File: config.mk
export PLATFORM = sky130hd
export DESIGN_NAME = mlp_sequencer
export DESIGN_NICKNAME = d
export VERILOG_FILES = /design/src/rtl/mlp_sequencer.sv
export SDC_FILE = /design/constraint.sdc
export NUM_CORES = 1
export LEC_CHECK = 0
export BUFFER_PORTS_ARGS = -buffer_cell sky130_fd_sc_hd__buf_2
export CORE_MARGIN = 2
export CORE_UTILIZATION = 62
export CTS_CLUSTER_DIAMETER = 30
export DETAILED_ROUTE_END_ITERATION = 12
export HOLD_SLACK_MARGIN = 0.03
export PLACE_DENSITY = 0.82
export SLEW_MARGIN = 20
export SYNTH_ARGS = -nofsm -noshare
export SYNTH_HDL_FRONTEND = slang
export SYNTH_SLANG_ARGS = --single-unit
File: constraint.sdc
create_clock -name clk -period 8.75 [get_ports clk]
set_input_delay 0 -clock clk [delete_from_list [all_inputs] [get_ports clk]]
set_output_delay 0 -clock clk [all_outputs]
set_load 0.02 [all_outputs]
File: src/rtl/mlp_sequencer.sv
// ---------------------------------------------------------------------------
// mlp_sequencer
//
// Layer/neuron/weight sequencer for the MLP datapath. A runtime-loadable
// layer-size table sets the network shape. After start, one MAC operand is
// issued per cycle, and each neuron's accumulator is committed in the cycle
// after its last operand. A one-cycle bubble separates layers, so that
// layer l is fully written before layer l+1 reads it.
//
// Optional feature: define MLP_BIAS_EN to append one bias operand to every
// neuron (bias_sel=1). Without it, bias_sel is tied to 0.
//
// Ports
//   clk, rst             clock, synchronous active-high reset
//   cfg_we/cfg_layer/    layer-size table write (IDLE only)
//     cfg_count
//   start                begin an inference pass
//   stall                memory not ready; freezes all sequencing
//   busy, done, cfg_err  handshake / status
//   mac_valid, mac_clear operand strobe, first operand of a neuron
//   bias_sel             operand is the bias term
//   in_neuron_addr       {layer l-1, weight index}
//   weight_addr          linear weight index, restarts at 0 each pass
//   write_neuron         commit accumulator to out_neuron_addr
//   out_neuron_addr      {layer l, neuron index}
//   relu_en              apply ReLU on this write (0 on final layer)
// ---------------------------------------------------------------------------
//  state  | meaning
//  IDLE   | waiting for start; table writes accepted
//  RUN    | issuing operands, bubbles and the final write
//  DONE   | one-cycle done pulse, then back to IDLE
// ---------------------------------------------------------------------------
module mlp_sequencer #(
    parameter int  LAYERS  = 4,
    parameter int  NW      = 8,
    parameter int  NADDR_W = 12,
    parameter int  WADDR_W = 16,
    localparam int LW      = ($clog2(LAYERS) < 1) ? 1 : $clog2(LAYERS)
) (
    input  logic               clk,
    input  logic               rst,
    input  logic               cfg_we,
    input  logic [LW-1:0]      cfg_layer,
    input  logic [NW-1:0]      cfg_count,
    input  logic               start,
    input  logic               stall,
    output logic               busy,
    output logic               done,
    output logic               cfg_err,
    output logic               mac_valid,
    output logic               mac_clear,
    output logic               bias_sel,
    output logic [NADDR_W-1:0] in_neuron_addr,
    output logic [WADDR_W-1:0] weight_addr,
    output logic               write_neuron,
    output logic [NADDR_W-1:0] out_neuron_addr,
    output logic               relu_en
);

    typedef enum logic [1:0] {
        S_IDLE = 2'd0,
        S_RUN  = 2'd1,
        S_DONE = 2'd2
    } state_t;

    state_t state, state_nxt;

    logic [NW-1:0]      n_tab [LAYERS];
    logic [LW-1:0]      layer;
    logic [LW-1:0]      layer_prev;
    logic [NW-1:0]      neuron;
    logic [NW-1:0]      widx;
    logic [WADDR_W-1:0] waddr;
    logic               bubble;     // inter-layer bubble cycle
    logic               tail;       // final write cycle, no operand
    logic               bias_ph;    // current operand is the bias term
    logic               wr_pend;
    logic [NADDR_W-1:0] wr_addr;
    logic               wr_relu;
    logic               err_q;

    logic tab_zero, accept, reject, op_cycle;
    logic last_w, last_n, last_l, last_op;

    always_comb begin
        tab_zero = 1'b0;
        for (int i = 0; i < LAYERS; i++) begin
            if (n_tab[i] == '0) tab_zero = 1'b1;
        end
    end

    assign layer_prev = layer - LW'(1);
    assign last_w     = (widx == n_tab[layer_prev] - NW'(1));
    assign last_n     = (neuron == n_tab[layer] - NW'(1));
    assign last_l     = (layer == LW'(LAYERS - 1));
`ifdef MLP_BIAS_EN
    assign last_op    = bias_ph;
`else
    assign last_op    = last_w;
`endif

    // A start that coincides with a table write is dropped; the write wins.
    assign accept   = (state == S_IDLE) && start && !cfg_we && !tab_zero;
    assign reject   = (state == S_IDLE) && start && !cfg_we &&  tab_zero;
    assign op_cycle = (state == S_RUN) && !bubble && !tail && !stall;

    always_ff @(posedge clk) begin
        if (rst) state <= S_IDLE;
        else     state <= state_nxt;
    end

    always_comb begin
        state_nxt       = state;
        busy            = 1'b0;
        done            = 1'b0;
        mac_valid       = 1'b0;
        mac_clear       = 1'b0;
        bias_sel        = 1'b0;
        write_neuron    = 1'b0;
        in_neuron_addr  = '0;
        weight_addr     = '0;
        cfg_err         = err_q;
        out_neuron_addr = wr_addr;
        relu_en         = wr_relu;
        case (state)
            S_IDLE: begin
                if (accept) state_nxt = S_RUN;
            end
            S_RUN: begin
                busy         = 1'b1;
                mac_valid    = op_cycle;
                mac_clear    = op_cycle && (widx == '0) && !bias_ph;
`ifdef MLP_BIAS_EN
                bias_sel     = op_cycle && bias_ph;
`endif
                write_neuron = wr_pend && !stall;
                if (op_cycle) begin
                    in_neuron_addr = NADDR_W'({layer_prev, widx});
                    weight_addr    = waddr;
                end
                if (tail && !stall) state_nxt = S_DONE;
            end
            S_DONE: begin
                // A stall here holds the pulse back until memory is ready.
                done = !stall;
                if (!stall) state_nxt = S_IDLE;
            end
            default: state_nxt = S_IDLE;
        endcase
    end

    always_ff @(posedge clk) begin
        if (rst) begin
            for (int i = 0; i < LAYERS; i++) n_tab[i] <= '0;
            layer   <= '0;
            neuron  <= '0;
            widx    <= '0;
            waddr   <= '0;
            bubble  <= 1'b0;
            tail    <= 1'b0;
            bias_ph <= 1'b0;
            wr_pend <= 1'b0;
            wr_addr <= '0;
            wr_relu <= 1'b0;
            err_q   <= 1'b0;
        end else begin
            err_q <= reject;
            if ((state == S_IDLE) && cfg_we && (int'(cfg_layer) < LAYERS))
                n_tab[cfg_layer] <= cfg_count;

            if (accept) begin
                layer   <= LW'(1);
                neuron  <= '0;
                widx    <= '0;
                waddr   <= '0;
                bubble  <= 1'b0;
                tail    <= 1'b0;
                bias_ph <= 1'b0;
                wr_pend <= 1'b0;
            end else if ((state == S_RUN) && !stall) begin
                wr_pend <= 1'b0;
                if (bubble) begin
                    bubble <= 1'b0;
                end else if (tail) begin
                    tail <= 1'b0;
                end else begin
                    waddr <= waddr + WADDR_W'(1);
                    if (last_op) begin
                        wr_pend <= 1'b1;
                        wr_addr <= NADDR_W'({layer, neuron});
                        wr_relu <= !last_l;
                        widx    <= '0;
                        bias_ph <= 1'b0;
                        if (!last_n) begin
                            neuron <= neuron + NW'(1);
                        end else begin
                            neuron <= '0;
                            if (last_l) tail <= 1'b1;
                            else begin
                                layer  <= layer + LW'(1);
                                bubble <= 1'b1;
                            end
                        end
                    end
`ifdef MLP_BIAS_EN
                    else if (last_w) begin
                        bias_ph <= 1'b1;
                    end
`endif
                    else begin
                        widx <= widx + NW'(1);
                    end
                end
            end
        end
    end

endmodule

==> metrics <==
power per cell area about 150 nW/µm²; CTS tree done; number of global-route vias before repair between 3000 and 4000; number of buffers inserted to repair setup after CTS 0; Via density 5.80; area of the core 7250 µm²; maximum number of pins on one net before global-route repair 32; wire length of the first global-routing pass 16400 µm; proportion of synthesized chip area in sequential cells 0.425; required time worst endpoint 9.04 ns; synth unique cells 52; Slew HR 0.311; number of port buffers 57; HPWL after detailed placement 7160 µm; most frequent cells in the layout 57 x and2_1, 57 x buf_2, 51 x dfxtp_1; Hold/Removal Path Class in2reg; Nets 555; asr flop ratio synth 0; leading cell types by total area after synthesis dfxtp_1 22%, edfxtp_1 21%, and2_1 7.7%, mux4_2 6.8%, xnor2_1 3.8%; horizontal die dimension 90.7 µm; peak supply drop 135 µV; cell count after synthesis 472; first-iteration detailed-routing DRC count 206; final antenna diode count 0; Initial Util 0.642; Layout Skew ~0.014 ns; area growth from synthesis to layout 13.5%; arrival time of the worst setup path approximately 4.7 ns; Pre-Repair DR Iteration Count 5; share of Yosys cell area claimed by the top area cell type 0.219; cts repair resizes 0; final worst-path cycle share 0.503; total routing usage reported by global routing 0.247; Max FO, Critical Path 22; wire per inst 15.4 µm; setup_tns 0 ns; antenna violations before repair 0; vias post-DR 3694; number of enable-type register cells in the synthesized netlist 32; Setup Viol. Count Final 0; Synth Warn # 0; setup repair after global routing missed its margin false; count of clock tree sinks 83; final worst path period need 4.40 ns; Total Die Area roughly 8200 µm²; routability-driven placement congestion ratio between 0.9 and 1; TritonCTS buffer count 9; number of hold buffers added after cts 11; Layout fillers 557; number of placement rows 31; endpoint type of the worst setup path flip-flop; CTS H-tree lvls 3; count of antenna-violating nets left after detailed routing 0; Synth Cell Area 4660 µm²; post-layout utilization of the core 0.729; layout cell share with drive strength beyond 1 0.190; Worst Setup Start Kind flip-flop; mean instance size in the synthesized netlist 9.87 µm²; post-detailed-route DRC marker count 0; Final Hold Vio Count 0; DIE HEIGHT 90.7 µm; most area-hungry cell type in the Yosys netlist dfxtp_1; flip-flop and latch count after synthesis 83; I/O pin total 63; Max Fclk 227 MHz; clock insertion delay at the later pin of the skew report 0.36 ns; actual transition at the worst max-transition pin 1.02 ns; Leakage 2.04 nW; worst setup path class reg2reg; final WL 9790 µm; final max-slew violation count 0; max capacitance violation total 0; worst-case register-to-register setup slack 4.35 ns; Root Buffer clkbuf_8; most instantiated flip-flop cell in the synthesis netlist dfxtp_1; run status finished clean; clock transition at the registers of the reported paths 0.08 ns; GRT Residual Overflow 0; Bufs on Longest Clock Path 2
==> critical path: stages (launching register included) <==
cell and delay (ns):
dfxtp_1 0.31, buf_4 0.23, ha_1 0.70, mux4_1 0.45, inv_1 0.09, ha_1 0.18, inv_1 0.07, o31a_1 0.31
or4b_1 0.52, o211ai_2 0.11, or3b_1 0.64, or4_1 0.58, a21boi_1 0.14
==> power breakdown <==
group | switching [mW] | internal, mW
Combinational | 0.0605 | 0.0506
Clock | 0.136 | 0.147
Sequential | 0.00998 | 0.412
Total | 0.206 | 0.609
==> path summary, 6_finish.rpt <==
path	startpoint	cells past startpoint	to
worst max-delay path	layer[0]$_SDFFE_PP0P_	12	neuron[7]$_SDFFE_PP0P_
worst min-delay path	rst	2	out_neuron_addr[2]$_SDFFE_PP0P_
worst max register to register	layer[0]$_SDFFE_PP0P_	12	neuron[7]$_SDFFE_PP0P_
worst min register to register	wr_pend$_SDFFE_PP0P_	2	wr_pend$_SDFFE_PP0P_
==> per-stage QoR <==
step | setup WS, ns | total power, mW | cells | hold slack (ns) | area (µm²)
after detailed placement | 4.37 | 0.537 | 610 | 0.310 | 4970
final | 4.35 | 0.815 | 637 | 0.0660 | 5290
after global placement | 4.54 | 0.533 | 610 | 0.296 | 4970
after floorplan | 5.29 | 0.513 | 476 | 0.0817 | 4670
after global routing | 4.08 | 0.845 | 637 | 0.0717 | 5290
after CTS | 4.34 | 0.819 | 637 | 0.0455 | 5280
==> Yosys cell counts, types with 10 or more instances <==
| library cell | number |
|---|---|
| and2_1 | 57 |
| dfxtp_1 | 51 |
| nor2_1 | 41 |
| nand2_1 | 33 |
| edfxtp_1 | 32 |
| xnor2_1 | 20 |
| a21oi_1 | 17 |
| inv_1 | 16 |
| mux2i_1 | 16 |
| nand3_1 | 16 |
| mux4_2 | 14 |
| clkbuf_1 | 13 |
| xor2_1 | 13 |
| nor4_1 | 12 |
| o21ai_0 | 11 |
| or3_1 | 10 |
==> cell families (layout without fill, tap and decap cells) <==
kind of cell,count (synthesis),count (layout),share of synthesized area
XOR/XNOR,34,34,0.0655
flip-flops,83,83,0.425
multiplexers,34,34,0.118
other,1,5,0.000805
adder cells (fa/ha/maj),7,7,0.0188
AND/OR/NAND/NOR,226,226,0.267
AO/OA/AOI/OAI,47,47,0.0634
buffers and inverters,40,102,0.0406
==> final cells by class <==
cell class | count | area, µm² | area share
clock inverter | 4 | 47.5 | 0.00899
inverter | 16 | 60.1 | 0.0114
tap | 99 | 124 | 0.0234
multi-input combinational | 353 | 2510 | 0.474
clock buffer | 12 | 155 | 0.0293
sequential | 83 | 1980 | 0.375
timing repair buffer | 70 | 410 | 0.0776
==> metal layers <==
layer  vias up  share of wire  global-route usage
met4         0          0.016              0.0974
met5         -              0                   0
met3        15          0.051              0.0351
li1       1783              -                   -
met1      1778           0.44               0.315
met2       118           0.50               0.423
==> sequential cells by signal, indices dropped and copies added (netlist names) <==
| signal | count |
|---|---|
| bubble | 1 |
| cfg_err | 1 |
| layer | 2 |
| n_tab | 32 |
| neuron | 8 |
| out_neuron_addr | 10 |
| relu_en | 1 |
| state | 2 |
| tail | 1 |
| waddr | 16 |
| widx | 8 |
| wr_pend | 1 |
Power figures use the tool's default switching activity.
